[config.mk]
export PLATFORM = sky130hd
export DESIGN_NAME = mem_arbiter
export DESIGN_NICKNAME = d
export VERILOG_FILES = /design/src/rtl/mem_arbiter.sv
export SDC_FILE = /design/constraint.sdc
export NUM_CORES = 1
export LEC_CHECK = 0
export ABC_AREA = 1
export CORE_MARGIN = 10
export CORE_UTILIZATION = 36
export DETAILED_ROUTE_END_ITERATION = 8
export MAX_ROUTING_LAYER = met4
export PLACE_DENSITY = 0.72
export SLEW_MARGIN = 20
export SYNTH_ARGS = -nofsm -noshare
export SYNTH_HDL_FRONTEND = slang
export SYNTH_SLANG_ARGS = --single-unit
export TNS_END_PERCENT = 10
[constraint.sdc]
create_clock -name clk -period 1.4 [get_ports clk]
set_clock_uncertainty 0.15 [all_clocks]
set_input_delay 0.14 -clock clk [delete_from_list [all_inputs] [get_ports clk]]
set_output_delay 0.14 -clock clk [all_outputs]
set_load 0.01 [all_outputs]
[src/rtl/mem_arbiter.sv]
// mem_arbiter: two-requester arbiter in front of a single-port RAM controller.
// Round-robin by default; `MEM_ARB_FIXED_PRIORITY_EN makes r0 always win a tie.
module mem_arbiter #(
  parameter int AW        = 9,
  parameter int DW        = 16,
  parameter int RAM_WORDS = 256
) (
  input  logic          clk,
  input  logic          reset,
  input  logic          r0_req,
  input  logic [1:0]    r0_cmd,
  input  logic [AW-1:0] r0_addr,
  input  logic [DW-1:0] r0_wdata,
  input  logic          r1_req,
  input  logic [1:0]    r1_cmd,
  input  logic [AW-1:0] r1_addr,
  input  logic [DW-1:0] r1_wdata,
  output logic          r0_ack,
  output logic          r0_err,
  output logic [DW-1:0] r0_rdata,
  output logic          r1_ack,
  output logic          r1_err,
  output logic [DW-1:0] r1_rdata,
  output logic [1:0]    mem_cmd,
  output logic [AW-1:0] mem_addr,
  output logic [DW-1:0] mem_wdata,
  input  logic [DW-1:0] mem_rdata
);
  localparam logic [1:0] IDLE  = 2'd0;
  localparam logic [1:0] ISSUE = 2'd1;
  localparam logic [1:0] HOLD  = 2'd2;
  localparam logic [1:0] MNONE = 2'b00;
  localparam logic [1:0] MREAD = 2'b01;
  localparam logic [AW:0] LIM  = RAM_WORDS[AW:0];
  logic [1:0]    state_q, state_d;
  logic          win_q, win_d, err_q, err_d;
  logic [1:0]    mem_cmd_q, mem_cmd_d;
  logic [AW-1:0] mem_addr_q, mem_addr_d;
  logic [DW-1:0] mem_wdata_q, mem_wdata_d;
  logic [1:0]    ack_q, ack_d, rerr_q, rerr_d;
  logic [DW-1:0] r0_rdata_q, r0_rdata_d, r1_rdata_q, r1_rdata_d;
  logic          win, grant, sel_err;
  logic [1:0]    sel_cmd;
  logic [AW-1:0] sel_addr;
  logic [DW-1:0] sel_wdata;
`ifdef MEM_ARB_FIXED_PRIORITY_EN
  assign win = r1_req & ~r0_req;
`else
  logic last_grant_q, last_grant_d;
  // r1 takes a tie only when r0 was granted last
  assign win          = r1_req & (~r0_req | ~last_grant_q);
  assign last_grant_d = grant ? win : last_grant_q;
  always_ff @(posedge clk) last_grant_q <= reset ? 1'b1 : last_grant_d;
`endif
  always_comb begin
    grant       = (state_q != ISSUE) && (state_q != HOLD) && (r0_req || r1_req);
    sel_cmd     = win ? r1_cmd : r0_cmd;
    sel_addr    = win ? r1_addr : r0_addr;
    sel_wdata   = win ? r1_wdata : r0_wdata;
    sel_err     = (sel_cmd == MNONE) || (sel_cmd == 2'b11) || ({1'b0, sel_addr} >= LIM);
    state_d     = IDLE;
    win_d       = win_q;
    err_d       = err_q;
    mem_cmd_d   = mem_cmd_q;
    mem_addr_d  = mem_addr_q;
    mem_wdata_d = mem_wdata_q;
    ack_d       = 2'b00;
    rerr_d      = 2'b00;
    r0_rdata_d  = r0_rdata_q;
    r1_rdata_d  = r1_rdata_q;
    if (state_q == ISSUE) begin
      state_d = HOLD;
    end else if (state_q == HOLD) begin
      mem_cmd_d  = MNONE;
      ack_d      = win_q ? 2'b10 : 2'b01;
      rerr_d     = err_q ? ack_d : 2'b00;
      // errored accesses never drive MREAD, so this is a legal read
      r0_rdata_d = (mem_cmd_q == MREAD && !win_q) ? mem_rdata : r0_rdata_q;
      r1_rdata_d = (mem_cmd_q == MREAD && win_q) ? mem_rdata : r1_rdata_q;
    end else if (grant) begin
      state_d     = ISSUE;
      win_d       = win;
      err_d       = sel_err;
      mem_cmd_d   = sel_err ? MNONE : sel_cmd;
      mem_addr_d  = sel_addr;
      mem_wdata_d = sel_wdata;
    end
  end
  always_ff @(posedge clk) begin
    if (reset) begin
      state_q     <= IDLE;
      win_q       <= 1'b0;
      err_q       <= 1'b0;
      mem_cmd_q   <= MNONE;
      mem_addr_q  <= '0;
      mem_wdata_q <= '0;
      ack_q       <= 2'b00;
      rerr_q      <= 2'b00;
      r0_rdata_q  <= '0;
      r1_rdata_q  <= '0;
    end else begin
      state_q     <= state_d;
      win_q       <= win_d;
      err_q       <= err_d;
      mem_cmd_q   <= mem_cmd_d;
      mem_addr_q  <= mem_addr_d;
      mem_wdata_q <= mem_wdata_d;
      ack_q       <= ack_d;
      rerr_q      <= rerr_d;
      r0_rdata_q  <= r0_rdata_d;
      r1_rdata_q  <= r1_rdata_d;
    end
  end
  assign r0_ack    = ack_q[0];
  assign r1_ack    = ack_q[1];
  assign r0_err    = rerr_q[0];
  assign r1_err    = rerr_q[1];
  assign r0_rdata  = r0_rdata_q;
  assign r1_rdata  = r1_rdata_q;
  assign mem_cmd   = mem_cmd_q;
  assign mem_addr  = mem_addr_q;
  assign mem_wdata = mem_wdata_q;
endmodule

# Word-level counts from Yosys, hierarchy flattened
# Cells that the tools add are included.
dict set report op_classes {
  magnitude_cmp 1
  n_eq_ne 6
  muxes 10
  n_bitwise 7
  n_reduce_logical 17
}
# cell count
set ops {}
lappend ops {{16-bit two-way mux} 1}
lappend ops {{2-bit two-way mux} 6}
lappend ops {{9-bit greater-or-equal comparator (second input constant)} 1}
lappend ops {{9-bit two-way mux} 1}
lappend ops {{3-bit AND reduction} 3}
lappend ops {{3-bit OR reduction} 2}
lappend ops {{1-bit inverter} 5}
lappend ops {{2-bit by 1-bit equality test with 1-bit output (second input constant)} 2}
lappend ops {{2-bit equality test (second input constant)} 2}
lappend ops {{1-bit logical AND} 4}
lappend ops {{4-bit OR reduction} 1}
lappend ops {{1-bit logical OR} 3}
lappend ops {{2-bit logical NOT} 1}
lappend ops {{1-bit two-way mux} 2}
lappend ops {{2-bit by 1-bit != test with 1-bit output (second input constant)} 1}
lappend ops {{2-bit != test (second input constant)} 1}
lappend ops {{2-bit AND reduction} 1}
lappend ops {{2-bit nonzero test} 1}
lappend ops {{1-bit AND} 1}
lappend ops {{1-bit logical NOT} 1}
lappend ops {{1-bit bitwise OR} 1}
dict set report totals {
  register_bits 68
  inputBits 74
  output_inout_bits 63
  wordCells 53
}

# Depth between registers and ports, before layout
dict set report logic_depth {
  depth_word 10
  depth_mapped 9
  mapped_depth_nobuf 9
}

# Worst setup path before layout
# Ideal clock, no wire load.
dict set report synth_timing {
  kind {reg-to-reg}
  start {reg state_q[0]}
  end {reg mem_addr_q[0] (netlist: mem_addr[0])}
  setup_time_ps 125
  arrival_ps 1192
  path_slack_ps -67
  stages_incl_launch_ff 8
  path_cell_list {dfxtp_1 > inv_1 > ha_1 > o21ai_2 > inv_4 > buf_2 > o21ai_0 > a31oi_1}
}
dict set report synth_via {
  elab_chain_cells 4
  word_cells_on_any_way 9
  classes_between {eq/ne: 4; bitwise: 2; reduce/logical: 3}
}
# item line
set synth_rtl {}
lappend synth_rtl {{from (decl)} 35} ;# logic [1:0] state_q, state_d;
lappend synth_rtl {{from (signal assigned)} 102} ;# state_q <= state_d;
lappend synth_rtl {{2-bit by 1-bit != test with 1-bit output or 2-bit != test (tied branches)} 56} ;# grant = (state_q != ISSUE) && (state_q != HOLD) && (r0_req || r1_req);
lappend synth_rtl {{1-bit logical AND (2 in series)} 56}
lappend synth_rtl {{3-bit AND reduction (no line) *} --}
lappend synth_rtl {{to (signal assigned)} 106} ;# mem_addr_q <= mem_addr_d;
lappend synth_rtl {{to (decl)} 38} ;# logic [AW-1:0] mem_addr_q, mem_addr_d;
# Every way passes the cells marked *; elsewhere a longest branch is shown, timed or not.
# A chain may end at the register's enable or synchronous reset.

# Final worst setup path
dict set report layout_timing {
  start {reg state_q[0]}
  end {reg mem_cmd_q[1] (netlist: mem_cmd[1])}
}
dict set report layout_via {
  elab_chain_cells 5
  word_cells_on_any_way 10
  classes_between {eq/ne: 4; mux: 1; bitwise: 1; reduce/logical: 4}
}
# item line
set layout_rtl {}
lappend layout_rtl {{2-bit by 1-bit != test with 1-bit output or 2-bit != test (tied branches)} 56}
lappend layout_rtl {{1-bit logical AND (2 in series)} 56}
lappend layout_rtl {{2-bit nonzero test (no line)} --}
lappend layout_rtl {{2-bit AND reduction (no line)} --}
lappend layout_rtl {{to (signal assigned)} 105} ;# mem_cmd_q <= mem_cmd_d;
lappend layout_rtl {{to (decl)} 37} ;# logic [1:0] mem_cmd_q, mem_cmd_d;
# Several ways; a longest one is shown, not always the timed one.

==> results.cfg <==
[outcome]
status = finished with violations
violations = setup timing

[worst_setup_path]
rr_startpoint = state_q[0]
required_ps = 1510
cp-start-kind = flop
cp-end-kind = flop
r2r_slack_ps = -60
slowest_delay_ps = 340
crit_slowest_cell = dfxtp_2
reg2regPathDepth = 7
critPathMaxFanout = 4
arrival_ps = 1570
crit_type = reg2reg
crit_chain = inv_2 -> ha_4 -> o21ai_4 -> buf_6 -> nor2_4 -> nand4_1 -> a21oi_1
r2r_end = mem_cmd[1]

[cts]
clk_pin_slew_ps = 80
numCtsBuffers = 9
htreeDepth = 3
insertion_delay_ps = 330
clock_sinks = 68
ctsHoldBuffers = 0
cts_tree = yes
clk_path_buf_depth = 2
cts_root_buf = clkbuf_8

[timing]
setup_viol = 18
fmax_mhz = 686
maxSlewViolCount = 0
max_slew.worst_pin.slew_ps = 282
slew_headroom = 0.811
rsz0062_at_grt = true
worst_slack_ps = -57.2
hold_violations = 0
period_share = 1.04
min_period_ps = 1460
fin_setup_tns_ps = -360

[place]
placedCellCount = 581
gp_congestion = 0.797
io_buffers = 136
placed_area_um2 = 4270
dp_hpwl_um = 6710

[layout]
multi_input_area_um2 = 1240
antenna_cells = 0
post-route-util = 0.638
fillers = 653
layout-drive-gt1-share = 0.153
final_cell_area_um2 = 4630
synthToLayoutAreaGrowth_pct = 72.3
seq_area_um2 = 1370
nets = 575
stdcell_count = 602

[drt]
ant_nets = 0
viasPerCell = 4.84
drt_wl_total_um = 9350
first_pass_iters = 4
avgRoutedWirePerCell_um = 15.5
drt_first_iter_violations = 116
dr_total_vias = 2911
drcViolationCount = 0

[yosys]
syn-instance-count = 349
yosys-top-cells-count = dfxtp_1 (68), nand2_1 (68), o21ai_0 (56)
yosysUniqueCellTypes = 24
syn_nets = 426
synth_edf_count = 0
syn_avg_cell_area_um2 = 7.70
ys.flop_type = dfxtp_1
ys_seq_area_frac = 0.507
async_reset_ff_frac = 0
synth_top_area_frac = 0.507
ys_ff_latch = 68
syn_area_um2 = 2690
synth_area_leaders = dfxtp_1 (51%), o21ai_0 (10%), nand2_1 (9.5%)
yosysTopAreaCell = dfxtp_1
yosysWarningCount = 0

[floorplanning]
core_um2 = 7250
io_pins = 137
row_count = 31
start_util = 0.370
die_w_um = 106
die_y_um = 106
fp.dieArea_um2 = 11300

[min_path]
holdPathStages = 3
hp-start = r0_wdata[15]
min_to = mem_wdata[15]
hp-class = in2reg

[grt]
grtUsageTotal = 0.165
grt_remaining_overflow = 0
first_global_vias = 2982
antenna_found_initial = 0
grt_pass1_wl_um = 14800
grt_max_degree = 33

[power_and_ir_drop]
powerDensity_nw_per_um2 = 1130
power_uw = 5230
vdd_drop_max_uv = 818
p_leak_uw = 0.00205

[run]
drv_cap = 0
==> power breakdown <==
part / switching, uW / total [uW] / internal, uW
combinational: 711 / 1380 / 671
clock: 761 / 1640 / 875
sequential: 102 / 2210 / 2110
total: 1570 / 5230 / 3650
==> per-layer routing <==
layer,GRT usage,share of wire,up-vias
met5,-,0,-
met4,0.0319,0.0065,0
met3,0.0622,0.074,6
met2,0.255,0.46,124
met1,0.203,0.46,1321
li1,-,-,1460
==> cell type report <==
cell class | instances | share of cell area
repair buffers | 156 | 0.332
flip-flops and latches | 68 | 0.295
multi-input cells | 231 | 0.269
clock buffers | 11 | 0.0305
well taps | 99 | 0.0268
inverters | 29 | 0.0257
clock inverters | 5 | 0.0132
repair inverters | 3 | 0.00784
==> stage by stage <==
stage	setup slack, ps	hold slack [ps]
finish	-57.2	217
global placement	-272	278
detailed placement	-305	284
global route	-118	201
CTS	-71.8	197
floorplan	-35.4	59.1
==> worst max path at each step <==
stage                    start       endpoint  slack, ps  cells after the start
finish              state_q[0]     mem_cmd[1]        -60                      7
global route        state_q[0]     mem_cmd[1]       -120                      7
CTS                 state_q[0]    r1_rdata[4]        -70                      7
detailed placement      r1_req          err_q       -310                      9
global placement        r1_req  mem_wdata[12]       -270                      7
floorplan           state_q[1]     mem_cmd[1]        -40                      6
==> kinds of logic after synthesis <==
family / count (synthesis) / synth area share
DFF: 68 / 0.507
AOI/OAI and AO/OA: 105 / 0.208
adders and majority gates: 3 / 0.0140
buffers and inverters: 50 / 0.0871
and+or+nand+nor: 123 / 0.184
==> state kept, by name, summed over array words and instances (netlist names) <==
| signal | count |
|---|---|
| r1_rdata | 16 |
| last_grant_q | 1 |
| mem_cmd | 2 |
| mem_wdata | 16 |
| err_q | 1 |
| win_q | 1 |
| r0_rdata | 16 |
| state_q | 2 |
| ack_q | 2 |
| rerr_q | 2 |
| mem_addr | 9 |
==> what timing repair did <==
item	4_1_cts	5_1_grt
cloned	3	1
setup endpoints to repair	123	61
pin swaps	2	2
buffers inserted	1	0
resized for setup	104	58
==> layout by cell type (no fill, tap or decap), types with 2 or more instances in the layout <==
cell type,count
buf_4,10
inv_1,25
o21ai_1,32
clkbuf_8,10
clkinvlp_4,3
nand2_2,2
inv_2,2
dlygate4sd2_1,63
a31oi_1,24
buf_6,3
nand3_1,4
buf_12,6
nor2_1,39
ha_4,2
inv_8,2
nor2_4,2
nand3_4,2
a21oi_1,20
clkdlybuf4s50_1,73
dfxtp_1,66
o21ai_2,22
o21ai_0,6
nand4_1,2
nand2_1,68
==> critical path: cells and delay by family (launching register included) <==
kind	cells	cell delay (ps)
flops	1	340
fa+ha+maj	1	270
compound gates	2	220
simple gates	2	210
buf+inv	2	200
No activity file was read; power rests on OpenSTA's default activity.
